$ cat config.mk
export PLATFORM = sky130hd
export DESIGN_NAME = pc_link_arbiter
export DESIGN_NICKNAME = d
export VERILOG_FILES = /design/src/rtl/pc_link_arbiter.sv
export SDC_FILE = /design/constraint.sdc
export NUM_CORES = 1
export LEC_CHECK = 0
export BUFFER_PORTS_ARGS = -buffer_cell sky130_fd_sc_hd__buf_2
export CAP_MARGIN = 30
export CORE_MARGIN = 10
export CORE_UTILIZATION = 35
export CTS_CLUSTER_SIZE = 25
export DETAILED_ROUTE_END_ITERATION = 16
export HOLD_SLACK_MARGIN = 0.03
export PLACE_DENSITY = 0.63
export SYNTH_ARGS = -nofsm -noshare
export SYNTH_HDL_FRONTEND = slang
export SYNTH_SLANG_ARGS = --single-unit
$ cat constraint.sdc
create_clock -name clk -period 3.5 [get_ports clk]
set_clock_uncertainty 0.05 [all_clocks]
set_input_delay 0.175 -clock clk [delete_from_list [all_inputs] [get_ports clk]]
set_output_delay 0.175 -clock clk [all_outputs]
set_load 0.02 [all_outputs]
$ cat src/rtl/pc_link_arbiter.sv
// pc_link_arbiter
//   Shares the single PC UART byte link between the MSP handler and the
//   BLHeli/ESC serial passthrough path.
//   MSP mode      : PC RX -> msp_rx, msp_tx -> PC TX.
//   DRAIN         : PC RX -> esc_rx, msp_tx still owns PC TX until its
//                   residual reply byte has gone out.
//   PASSTHROUGH   : PC RX -> esc_rx, esc_tx -> PC TX, idle timeout armed.
//   EXIT          : one-cycle pt_exit pulse, then back to MSP mode.
//
// Ports
//   clk, rst                      clock, asynchronous active-high reset
//   pc_rx_data/valid              byte strobe from UART RX
//   pc_tx_data/valid/ready        byte handshake to UART TX
//   msp_rx_data/valid             byte strobe to msp_handler
//   msp_tx_data/valid/ready       reply handshake from msp_handler
//   pt_req, pt_motor, pt_abort    passthrough entry request / ESC index / abort
//   esc_rx_data/valid             byte strobe to ESC serial engine
//   esc_tx_data/valid/ready       byte handshake from ESC serial engine
//   esc_sel                       selected ESC channel
//   passthrough                   high in DRAIN and PASSTHROUGH
//   pt_exit                       one-cycle pulse on return to MSP mode
module pc_link_arbiter #(
  parameter int CLK_FREQ_HZ     = 72_000_000,
  parameter int IDLE_TIMEOUT_MS = 2000
) (
  input  logic       clk,
  input  logic       rst,
  input  logic [7:0] pc_rx_data,
  input  logic       pc_rx_valid,
  output logic [7:0] pc_tx_data,
  output logic       pc_tx_valid,
  input  logic       pc_tx_ready,
  output logic [7:0] msp_rx_data,
  output logic       msp_rx_valid,
  input  logic [7:0] msp_tx_data,
  input  logic       msp_tx_valid,
  output logic       msp_tx_ready,
  input  logic       pt_req,
  input  logic [1:0] pt_motor,
  input  logic       pt_abort,
  output logic [7:0] esc_rx_data,
  output logic       esc_rx_valid,
  input  logic [7:0] esc_tx_data,
  input  logic       esc_tx_valid,
  output logic       esc_tx_ready,
  output logic [1:0] esc_sel,
  output logic       passthrough,
  output logic       pt_exit
);

  localparam int IDLE_CYCLES = (CLK_FREQ_HZ / 1000) * IDLE_TIMEOUT_MS;
  localparam int CW          = $clog2(IDLE_CYCLES + 1);
  localparam logic [CW-1:0] IDLE_LAST = CW'(IDLE_CYCLES - 1);

  typedef enum logic [1:0] {
    ST_MSP   = 2'd0,
    ST_DRAIN = 2'd1,
    ST_PT    = 2'd2,
    ST_EXIT  = 2'd3
  } state_t;

  state_t        state_q, state_d;
  logic [CW-1:0] idle_cnt_q, idle_cnt_d;
  logic [1:0]    esc_sel_q, esc_sel_d;
  logic [7:0]    rx_data_q;
  logic          msp_rx_vld_q, esc_rx_vld_q;
  logic          passthrough_q, pt_exit_q;

  logic rx_to_esc, tx_from_esc, esc_hs, activity;

  // Routing is decided by the current state, so a byte arriving together
  // with pt_req still goes to MSP and one arriving with pt_abort still goes
  // to the ESC.
  assign rx_to_esc   = (state_q == ST_DRAIN) || (state_q == ST_PT);
  assign tx_from_esc = (state_q == ST_PT);
  assign esc_hs      = tx_from_esc & esc_tx_valid & pc_tx_ready;
  assign activity    = pc_rx_valid | esc_hs;

  always_comb begin
    state_d    = state_q;
    idle_cnt_d = idle_cnt_q;
    esc_sel_d  = esc_sel_q;
    unique case (state_q)
      ST_MSP: begin
        if (pt_req) begin
          esc_sel_d = pt_motor;
          state_d   = ST_DRAIN;
        end
      end
      ST_DRAIN: begin
        if (pt_abort) begin
          state_d = ST_EXIT;
        end else if (!msp_tx_valid) begin
          state_d    = ST_PT;
          idle_cnt_d = '0;
        end
      end
      ST_PT: begin
        // Abort wins over both activity and the timeout.
        if (pt_abort) begin
          state_d = ST_EXIT;
        end else if (activity) begin
          idle_cnt_d = '0;
        end else if (idle_cnt_q == IDLE_LAST) begin
          state_d = ST_EXIT;
        end else begin
          idle_cnt_d = idle_cnt_q + 1'b1;
        end
      end
      ST_EXIT: begin
        state_d    = ST_MSP;
        idle_cnt_d = '0;
      end
      default: state_d = ST_MSP;
    endcase
  end

  // Registered RX strobes and mode flags; flags follow the next state so
  // they line up with the state register.
  always_ff @(posedge clk or posedge rst) begin
    if (rst) begin
      state_q       <= ST_MSP;
      idle_cnt_q    <= '0;
      esc_sel_q     <= '0;
      rx_data_q     <= '0;
      msp_rx_vld_q  <= 1'b0;
      esc_rx_vld_q  <= 1'b0;
      passthrough_q <= 1'b0;
      pt_exit_q     <= 1'b0;
    end else begin
      state_q       <= state_d;
      idle_cnt_q    <= idle_cnt_d;
      esc_sel_q     <= esc_sel_d;
      if (pc_rx_valid) rx_data_q <= pc_rx_data;
      msp_rx_vld_q  <= pc_rx_valid & ~rx_to_esc;
      esc_rx_vld_q  <= pc_rx_valid & rx_to_esc;
      passthrough_q <= (state_d == ST_DRAIN) || (state_d == ST_PT);
      pt_exit_q     <= (state_d == ST_EXIT);
    end
  end

  assign msp_rx_data  = rx_data_q;
  assign msp_rx_valid = msp_rx_vld_q;
  assign esc_rx_data  = rx_data_q;
  assign esc_rx_valid = esc_rx_vld_q;
  assign esc_sel      = esc_sel_q;
  assign passthrough  = passthrough_q;
  assign pt_exit      = pt_exit_q;

  // TX mux is combinational; reset forces the pass-through outputs low so
  // the whole port reads idle while rst is held.
  assign pc_tx_valid  = ~rst & (tx_from_esc ? esc_tx_valid : msp_tx_valid);
  assign pc_tx_data   = rst ? 8'h00 : (tx_from_esc ? esc_tx_data : msp_tx_data);
  assign msp_tx_ready = ~rst & ~tx_from_esc & pc_tx_ready;
  assign esc_tx_ready = ~rst & tx_from_esc & pc_tx_ready;

endmodule

==> results.md <==
- Status: complete, no violations
- Post-placement cell area: 2947 um^2
- Final TNS setup: 0 ns
- PD cells: 528.8 nW/um^2
- # IOs: 67
- Die Width: 105.5 um
- Vias in the first global route: 2228
- Slew @ Worst Pin: 0.7908 ns
- YS warnings: 0
- Sw Ratio: 38.19%
- Wirelength per Cell: 14.62 um
- Worst-path clk slew: 0.09 ns
- Synthesized flop and latch total: 44
- Root buf cell: clkbuf_8
- Crit end category: flop
- Initial antenna violation count: 0
- Final net count: 362
- Slew headroom: 47.08%
- Comb pwr share: 38.6%
- # hold bufs at CTS: 0
- RR Startpoint: state_q[0]
- Clock power frac: 24.1%
- Final period util: 79.13%
- Final worst-path setup slack: 0.7303 ns
- Maximum VDD drop: 0.4023 mV
- EDFF count, synth: 0
- Routed wire length: 6.157 mm
- Initial Utilization: 35.69%
- FFs w/ async S/R, synth: 100.0%
- Post-route cell area: 3058 um^2
- Mapped Cells: 260
- Clock buffer depth: 2
- RR Endpoint: idle_cnt_q[27]
- Vias after detailed routing: 2216
- Post-CTS Setup Repair Bufs: 0
- Clk sinks: 44
- Critical path fanouts, max: 13
- Final hold vios: 0
- Total CTS buffers: 5
- Gr usage total: 10.93%
- Max Cap Viol: 0
- Yosys top cell area share: 42.99%
- # resized after CTS: 0
- Clock latency at the later pin of the worst-skew pair: 0.29 ns
- Internal power: 999.5 uW
- HPWL after DPL: 4.732 mm
- TritonRoute pass-1 iters: 4
- Tightest Hold Check Type: in -> async
- Minimum clock period: 2.770 ns
- Register area share after synthesis: 42.99%
- Leading cell type in the layout, fill and taps excluded: buf_2
- Share of layout cells above drive strength 1: 30.43%
- Die Ht: 105.5 um
- Core ar.: 7176 um^2
- Critical Path Start Type: flop
- P&R area growth vs syn: 19.39%
- Site row count: 31
- First-pass GRT wire length: 10.37 mm
- Final GP Congestion: 0.8140
- Post-synthesis cell area: 2561 um^2
- Cell taking the most area after synthesis: dfrtp_1
- Largest net degree at the start of global routing: 45
- Routed vias/inst: 5.264
- Fmax: 361.1 MHz
- DP Worst Slack: 0.7609 ns
- Count of cell types in the netlist: 48
- Max-slew violation count: 0
- Worst reg2reg setup slack: 0.73 ns
- CTS tree: built
- DRC: 0
- NetSw: 617.5 uW
- H-tree Lvls: 2
- Die area: 11140 um^2
- Drt initial violations: 140
- Req. time, crit path: 3.69 ns
- Main flop type after synthesis: dfrtp_1
- Leak Pwr: 0.001426 uW
- RSZ-0062 raised after global routing: no
- Seq pwr share: 37.3%
- Congestion Overflow GR: 0
- Critical Path AT: 2.96 ns
- Critical path class: reg -> reg
- Post-layout util: 42.62%
- Antenna cells: 0
- Worst reg2reg path depth: 7
- Setup-failing EPs final: 0
- Mean post-synth cell area: 9.851 um^2
- Synth top area cells: dfrtp_1, mux2_2, nor2_1
- Antenna viol nets, final: 0
- Most frequent cells in the layout: buf_2, dfrtp_1, nor2_1, nand3_1, nand2_1
- Port Buffers: 66
- Syn Nets: 301
## power groups by stage
stage	registers, uW	clock network, uW	logic [uW]
floorplan	660	0	403
global placement	609	0	620
detailed placement	612	0	632
CTS	604	400	633
global route	613	422	694
finish	604	390	623
## metal layers
layer,up-vias,global-route usage (%),routed length [um]
met5,-,0,0
met4,0,2.901,53
met3,4,3.045,341
met2,58,18.31,3030
met1,1079,13.53,2732
li1,1075,-,-
## critical path, stage by stage (launching register included)
cell and delay [ns]:
dfrtp_1 0.42, inv_1 0.14, ha_1 0.33, nor2_1 0.15, o21ai_1 0.60, nor2_1 0.38, or4_1 0.57, nand2_1 0.07
## state kept, by name, summed over array words and instances (netlist names)
register      flops
esc_rx_data       8
esc_rx_valid      1
esc_sel           2
idle_cnt_q       28
msp_rx_valid      1
passthrough       1
pt_exit           1
state_q           2
## cells by family after synthesis
kind of cell / count (synthesis) / share of synthesized area, %
buffers and inverters: 22 / 4.738
multiplexers: 20 / 8.305
AO/OA/AOI/OAI: 38 / 9.526
flip-flops: 44 / 42.99
AND/OR/NAND/NOR: 117 / 26.92
XOR/XNOR: 12 / 4.104
adder cells (fa/ha/maj): 7 / 3.419
## worst max-delay path by stage
stage | from | end
3_3_place_gp | state_q[0] | idle_cnt_q[27]
2_1_floorplan | state_q[0] | passthrough
4_1_cts | state_q[0] | passthrough
6_report | state_q[0] | idle_cnt_q[27]
5_1_grt | state_q[0] | idle_cnt_q[9]
3_5_place_dp | state_q[0] | idle_cnt_q[27]
## stage by stage
stage | power, uW | std cells | hold WS [ns]
2_1_floorplan | 1064 | 260 | 0.2755
3_3_place_gp | 1229 | 413 | 0.3562
3_5_place_dp | 1244 | 413 | 0.3632
4_1_cts | 1637 | 421 | 0.04743
5_1_grt | 1728 | 421 | 0.05138
6_report | 1617 | 421 | 0.04940
## cell usage after synthesis (all sizes together) (3+ instances only)
cell type	instances
dfrtp	44
nor2	27
nand2	16
nand3	16
buf	12
nand4	12
mux2	10
mux2i	10
nor4	9
o21ai	9
a21oi	8
or4	8
ha	7
xor2	7
inv	6
o211ai	6
and3	5
xnor2	5
a31oi	4
and2	4
clkbuf	4
nor3	4
and4	3
o21a	3
o31ai	3
## layout make-up
type	count	area, um^2
clock buffers	5	68.82
flip-flops and latches	44	1101
clock inverters	3	42.54
multi-input cells	194	1339
inverters	6	22.52
repair buffers	70	360.3
well taps	99	123.9
fillers	710	4118
Power figures use the tool's default switching activity.
